$ cat src/rtl/hazard_scoreboard.sv
// D-stage stall unit: per-register Tnew countdown scoreboard plus MD-unit busy counter.
// Stall terms are combinational on D inputs; scoreboard updates appear one cycle after issue.
module hazard_scoreboard #(
  parameter int NREG     = 32,
  parameter int AW       = 5,
  parameter int TW       = 2,
  parameter int MULT_LAT = 5,
  parameter int DIV_LAT  = 10
) (
  input  logic          clk,
  input  logic          reset,
  input  logic          d_valid,
  input  logic [AW-1:0] d_rs,
  input  logic [AW-1:0] d_rt,
  input  logic [TW-1:0] d_tuse_rs,
  input  logic [TW-1:0] d_tuse_rt,
  input  logic [AW-1:0] d_wa,
  input  logic [TW-1:0] d_tnew,
  input  logic          d_md_start,
  input  logic          d_md_div,
  input  logic          d_md_use,
  input  logic          kill,
  output logic          stall,
  output logic          stall_rs,
  output logic          stall_rt,
  output logic          stall_md,
  output logic          md_busy,
  output logic          md_go
);

  localparam int MD_MAX = (MULT_LAT > DIV_LAT) ? MULT_LAT : DIV_LAT;
  localparam int MW     = $clog2(MD_MAX + 1);
  localparam logic [TW-1:0] TUSE_NONE = '1;

  logic [TW-1:0] cnt_q [1:NREG-1];
  logic [TW-1:0] cnt_d [1:NREG-1];
  logic [MW-1:0] md_cnt_q;
  logic [MW-1:0] md_cnt_d;
  logic [TW-1:0] cnt_rs;
  logic [TW-1:0] cnt_rt;
  logic          issue;

  // Register 0 has no entry, so any address outside 1..NREG-1 reads as zero.
  always_comb begin
    cnt_rs = '0;
    cnt_rt = '0;
    for (int r = 1; r < NREG; r++) begin
      if (d_rs == AW'(r)) cnt_rs = cnt_q[r];
      if (d_rt == AW'(r)) cnt_rt = cnt_q[r];
    end
  end

  always_comb begin
    stall_rs = d_valid && (d_tuse_rs != TUSE_NONE) && (d_rs != '0) && (cnt_rs > d_tuse_rs);
    stall_rt = d_valid && (d_tuse_rt != TUSE_NONE) && (d_rt != '0) && (cnt_rt > d_tuse_rt);
    stall_md = d_valid && d_md_use && (md_cnt_q != '0);
    stall    = stall_rs || stall_rt || stall_md;
    md_busy  = (md_cnt_q != '0);
    issue    = d_valid && !stall && !kill && !reset;
    md_go    = issue && d_md_start;
  end

  // A new writer overrides the decrement; kill wipes the table but not the MD counter.
  always_comb begin
    for (int r = 1; r < NREG; r++) begin
      cnt_d[r] = (cnt_q[r] != '0) ? cnt_q[r] - TW'(1) : '0;
      if (issue && (d_wa == AW'(r))) cnt_d[r] = d_tnew;
      if (kill) cnt_d[r] = '0;
    end
    md_cnt_d = (md_cnt_q != '0) ? md_cnt_q - MW'(1) : '0;
    if (md_go) md_cnt_d = d_md_div ? MW'(DIV_LAT) : MW'(MULT_LAT);
  end

  always_ff @(posedge clk) begin
    if (reset) begin
      for (int r = 1; r < NREG; r++) cnt_q[r] <= '0;
      md_cnt_q <= '0;
    end else begin
      for (int r = 1; r < NREG; r++) cnt_q[r] <= cnt_d[r];
      md_cnt_q <= md_cnt_d;
    end
  end

endmodule

$ cat config.mk
export PLATFORM = sky130hd
export DESIGN_NAME = hazard_scoreboard
export DESIGN_NICKNAME = d
export VERILOG_FILES = /design/src/rtl/hazard_scoreboard.sv
export SDC_FILE = /design/constraint.sdc
export NUM_CORES = 1
export LEC_CHECK = 0
export CAP_MARGIN = 0
export CELL_PAD_IN_SITES_DETAIL_PLACEMENT = 1
export CELL_PAD_IN_SITES_GLOBAL_PLACEMENT = 2
export CORE_MARGIN = 2
export CORE_UTILIZATION = 32
export DETAILED_ROUTE_END_ITERATION = 8
export GPL_TIMING_DRIVEN = 1
export PLACE_DENSITY_LB_ADDON = 0.1
export SETUP_SLACK_MARGIN = 0.5
export SLEW_MARGIN = 15
export SYNTH_ARGS = -nofsm -noshare
export SYNTH_HDL_FRONTEND = slang
export SYNTH_SLANG_ARGS = --single-unit
$ cat constraint.sdc
create_clock -name clk -period 5.4 [get_ports clk]
set_input_delay 1.08 -clock clk [delete_from_list [all_inputs] [get_ports clk]]
set_output_delay 1.08 -clock clk [all_outputs]
set_load 0.1 [all_outputs]
Yosys cells after proc, flatten, opt, wreduce, memory -nomap -nowiden
Memory sizes are Yosys's and may differ from the RTL's.
Cells that the tools add are included.
W data, S select, Z words.

storage, ports and cells
  memories kept = 1
  ROM bits = 0
  register bits after elaboration = 4
  memory bits (writable) = 62
  output and inout port bits = 6
  bits in latches = 0

operators by class
  multipliers = 0
  shifts and indexed selects = 0
  magnitude comparators = 2
  reduce and logical (&&, ||, !) cells = 82
  divide/modulo/power cells = 0
  bitwise operators = 31
  muxes and demuxes = 192
  equal/unequal tests = 95
  $add $sub $neg = 32

memories
  memory  depth  bits a word  read ports  clocked after memory_dff  wr ports  RTL line  source
  cnt_q   31     2            31          0                         31        35        logic [TW-1:0] cnt_q [1:NREG-1];

operators by type and width
  cell                   number
  $mux W2                186
  $eq A5 B5 Y1 const B   48
  $eq A5 B4 Y1 const B   24
  $reduce_bool A2 Y1     31
  $sub A2 B1 Y2 const B  31
  $eq A5 B3 Y1 const B   12
  $logic_and A1 B1 Y1    43
  $or A1 B1 Y1           31
  $eq A5 B2 Y1 const B   6
  $eq A5 B1 Y1 const B   3
  $mux W4                3
  $reduce_bool A5 Y1     2
  $gt A2 B2 Y1           2
  $ne A2 B2 Y1 const B   2
  $reduce_bool A4 Y1     1
  $sub A4 B1 Y4 const B  1
  $logic_not A1 Y1       3
  $mux W1                3
  $logic_or A1 B1 Y1     2

Depth between registers and ports, before layout
  depth after elaboration = 44
  gate-level depth with buffers = 17

Worst setup path after synthesis
No wires, ideal clock.

  path type = input to output
  start = input port d_rs[0]
  end = output port md_go
  buffers on the path = 4
  required time = 4.320 ns
  slack = -0.465 ns
  stages on the path = 14
  arrival time = 4.785 ns
  path through = clkbuf_1 -> clkbuf_1 -> clkbuf_1 -> o21ai_0 -> a32o_1 -> a211oi_1 -> o21ai_0 -> ha_1 -> nor2b_1 -> o211ai_1 -> o22ai_1 -> clkbuf_1 -> nor2_1 -> and2_1

on the way
  cells in the longest elaborated chain, start to end = 41

RTL lines
  item                                 RTL line  source
  start, declared                      13        input logic [AW-1:0] d_rs,
  $eq A5 B1 Y1                         48        if (d_rs == AW'(r)) cnt_rs = cnt_q[r];
  $mux W2 (31 in series)               48
  $gt A2 B2 Y1                         54        stall_rs = d_valid && (d_tuse_rs != TUSE_NONE) && (d_rs != '0) && (cnt_rs > d_tuse_rs);
  $logic_and A1 B1 Y1 *                54
  $logic_or A1 B1 Y1 * (2 in series)   57        stall = stall_rs || stall_rt || stall_md;
  $logic_not A1 Y1 *                   59        issue = d_valid && !stall && !kill && !reset;
  $logic_and A1 B1 Y1 * (3 in series)  59
  $logic_and A1 B1 Y1 *                60        md_go = issue && d_md_start;
  end, declared                        28        output logic md_go

Every way passes the cells marked *; elsewhere a longest branch is shown, timed or not.

Worst setup path in the final report
  start = input port d_rs[1]
  end = output port stall

on the way
  cells in the longest elaborated chain, start to end = 36

RTL lines
  item                                RTL line  source
  $eq A5 B1 Y1                        48
  $mux W2 (31 in series)              48
  $gt A2 B2 Y1                        54
  $logic_and A1 B1 Y1 *               54
  $logic_or A1 B1 Y1 * (2 in series)  57
  end, declared                       23        output logic stall,

Marks and branches as above.

==> qor.txt <==
clock sink total: 66
r2r setup slk: 1510 ps
Core Region: 15200 um^2
async set or reset register ratio after synthesis: 0%
Die ar.: 16500 um^2
cells after synthesis: 663
syn_area_per_cell: 7.50 um^2
RSZ-0062 raised after global routing: true
Placer Congestion: 0.985
worst-path cell chain: buf_6 > buf_12 > nor4bb_4 > a311oi_2 > a31oi_2 > nor3_2 > a211oi_2 > buf_4 > o21ai_2 > ha_1 > a22oi_1 > o211ai_1 > buf_4 > buf_4 > o22a_1 > nand2b_4 > buf_12
Iteration-0 DRC Markers: 311
R2R depth: 16
Layout area overhead: 40.5%
relative slew slack: 24.9%
Hold Crit Start: cnt_q[0][61]
width of the chip: 129 um
Row Count: 45
largest net degree at the start of global routing: 63
max cap viols: 0
main flop type after synthesis: dfxtp_1
Final Skew: 8.80 ps
drc violations: 0
Worst-Skew Late Latency: 350 ps
Syn Std Cell Area: 4970 um^2
Port Buffers: 33
hpwl dp: 16.0 mm
vias in the first global route: 5796
reg2reg end: cnt_q[0][8]
arrival time worst endpoint: 3970 ps
Synth top area share: 26.6%
fin crit period: 5050 ps
detailed-route via count: 5526
Clock transition at path regs: 50 ps
Post-Syn Nets: 695
Finished Core Util: 45.9%
synth warn: 0
Fmax: 198 MHz
# fillers: 1838
first-pass GRT wire length: 34.4 mm
EDFF count, synth: 0
dominant cells by area after synthesis: dfxtp_1 (27%), a21oi_1 (7.5%), mux2i_1 (7.2%)
CP max FO: 6
post-synthesis register bit count: 66
peak supply drop: 0.150 mV
clk root buf: clkbuf_16
WL per Instance: 23.9 um
Die Y: 129 um
Crit path required time: 4320 ps
vias per cell: 5.85
clk buf depth: 2
CTS buffer count: 9
grt total ovfl: 0
Critical Path Sink Type: output pin
I/O pin count: 34
H-Tree Depth: 3
fraction of layout cells with a size suffix above 1: 27.9%
critical path class: in -> out
Worst path most repeated cell: buf_4
Tightest Pin Transition: 1120 ps
GR Util All Layers: 28.0%
Min-Delay Path Class: reg -> reg
Hold Fails Final Rpt: 0
worst hold stages: 2
final net count: 783
Setup crit start kind: input port
# placed instances: 893
Yosys top cell by area: dfxtp_1
RR Startpoint: cnt_q[0][39]
Final Setup Violations: 0
Worst path max stage delay: 320 ps
fin crit share: 93.4%
Lkg Pwr: 2.55 nW
fin. max-slew vios: 0
hold endpoint: cnt_q[0][61]
Post-Route WL: 22.5 mm
Power per Cell Area: 216 nW/um^2
Starting Density: 32.7%
antenna fix cells: 0
status: finished clean
Final ANT Viol Nets: 0
sequential area share after synthesis: 26.6%
drt first pass iters: 5
CTS tree: built
initial antenna violation count: 0
Final Instance Count excl. Fillers: 944
Yosys cell types: 62
Critical Path Slowest Stage Cell: a311oi_2
[through the flow]
stage	power [mW]	hold WS (ps)	TNS, ps	cell area, um^2	setup WS [ps]
after floorplan	0.672	456	0	5000	284
after global placement	0.796	484	-537	5900	-214
after detailed placement	0.799	494	-506	5900	-223
after CTS	1.51	505	0	6880	455
after global routing	1.57	528	0	6980	269
final	1.51	509	0	6980	355
[metal layers]
metal / up-vias / track usage (%) / share of wire [%]
li1: 2608 / - / -
met1: 2770 / 38.9 / 47
met2: 121 / 45.6 / 46
met3: 27 / 2.54 / 3.8
met4: 0 / 10.0 / 2.3
met5: - / 0 / 0
[state kept, by name (all words and copies together) (netlist names)]
name	cells
cnt_q	62
md_cnt_q	4
[how the worst max path moves through the flow]
stage	depth (start not counted)	slack [ps]	start	endpoint
after floorplan	14	280	d_rt[0]	md_go
after global placement	14	-210	d_rt[3]	md_go
after detailed placement	16	-220	d_rt[1]	md_go
after CTS	15	450	d_rt[0]	md_go
after global routing	17	270	d_rs[1]	stall
final	17	350	d_rs[1]	stall
[critical path, delay by kind of cell]
| kind | cells | cell delay (ps) |
|---|---|---|
| compound gates | 7 | 1240 |
| buf+inv | 6 | 880 |
| fa+ha+maj | 1 | 250 |
| simple gates | 3 | 510 |
[power by group]
group / leakage [nW] / internal [mW] / switching, mW / total [mW]
Combinational: 1.87 / 0.160 / 0.210 / 0.371
Sequential: 0.532 / 0.489 / 0.00242 / 0.491
Clock: 0.156 / 0.415 / 0.234 / 0.649
[Yosys cell counts (all sizes together) (2+ instances only)]
| library cell | count |
|---|---|
| o32a | 3 |
| or3 | 10 |
| or4 | 14 |
| dfxtp | 66 |
| a221oi | 3 |
| a211o | 7 |
| nor2b | 31 |
| ha | 4 |
| mux2 | 5 |
| a31oi | 7 |
| and2 | 3 |
| or2 | 22 |
| a2bb2oi | 2 |
| nor3b | 2 |
| inv | 21 |
| nand2 | 37 |
| o21ai | 25 |
| buf | 8 |
| o2111ai | 2 |
| o21a | 4 |
| and3 | 3 |
| a311oi | 3 |
| nor4 | 4 |
| nor2 | 53 |
| mux2i | 36 |
| a32o | 2 |
| mux4 | 6 |
| o32ai | 4 |
| a211oi | 5 |
| nand2b | 13 |
| a21oi | 74 |
| nor4b | 2 |
| clkbuf | 43 |
| nor3 | 21 |
| nand3b | 17 |
| o221ai | 3 |
| nand3 | 66 |
| o211ai | 4 |
| o22ai | 4 |
| o221a | 2 |
| or3b | 6 |
| a32oi | 2 |
| a22oi | 3 |
[placed cells by master (no fill, tap or decap), types with 4 or more instances in the layout]
master / count
nand3b_1: 17
nor2_1: 47
or3_1: 10
a31oi_1: 6
nor2b_1: 27
mux2i_1: 34
inv_1: 20
nor2_2: 4
nand2b_1: 6
or3b_2: 5
dfxtp_1: 66
clkdlybuf4s50_1: 18
nand2b_4: 6
o21ai_0: 19
or2_2: 6
nor3_1: 18
mux4_2: 6
a21oi_1: 69
a211o_1: 7
or2_0: 14
o21a_1: 4
buf_12: 13
clkbuf_16: 9
or4_1: 6
buf_6: 9
o211ai_1: 4
a21oi_2: 5
buf_4: 76
ha_1: 4
nand3_1: 66
o21ai_1: 5
nand2_1: 36
or4_4: 8
[cell families after synthesis]
| kind of cell | count (synthesis) | synth area share (%) |
|---|---|---|
| buffers and inverters | 72 | 5.64 |
| DFF | 66 | 26.6 |
| muxes | 47 | 11.1 |
| and+or+nand+nor | 308 | 34.6 |
| AOI/OAI and AO/OA | 166 | 21.0 |
| adders and majority gates | 4 | 1.01 |
[layout make-up]
| class | instances | area, um^2 | share of cell area (%) |
|---|---|---|---|
| multi-input combinational | 525 | 3670 | 52.6 |
| tap | 188 | 235 | 3.37 |
| inverter | 21 | 82.6 | 1.18 |
| clock buffer | 11 | 243 | 3.48 |
| sequential | 66 | 1320 | 18.9 |
| clock inverter | 5 | 77.6 | 1.11 |
| timing repair buffer | 128 | 1350 | 19.3 |
[repair_timing]
item,4_1_cts,5_1_grt
setup endpoints to repair,29,4
pin swaps,35,17
setup buffers,25,4
hold buffers,0,0
gates resized for setup,115,14
gates cloned,6,0
No activity file was read; power rests on OpenSTA's default activity.
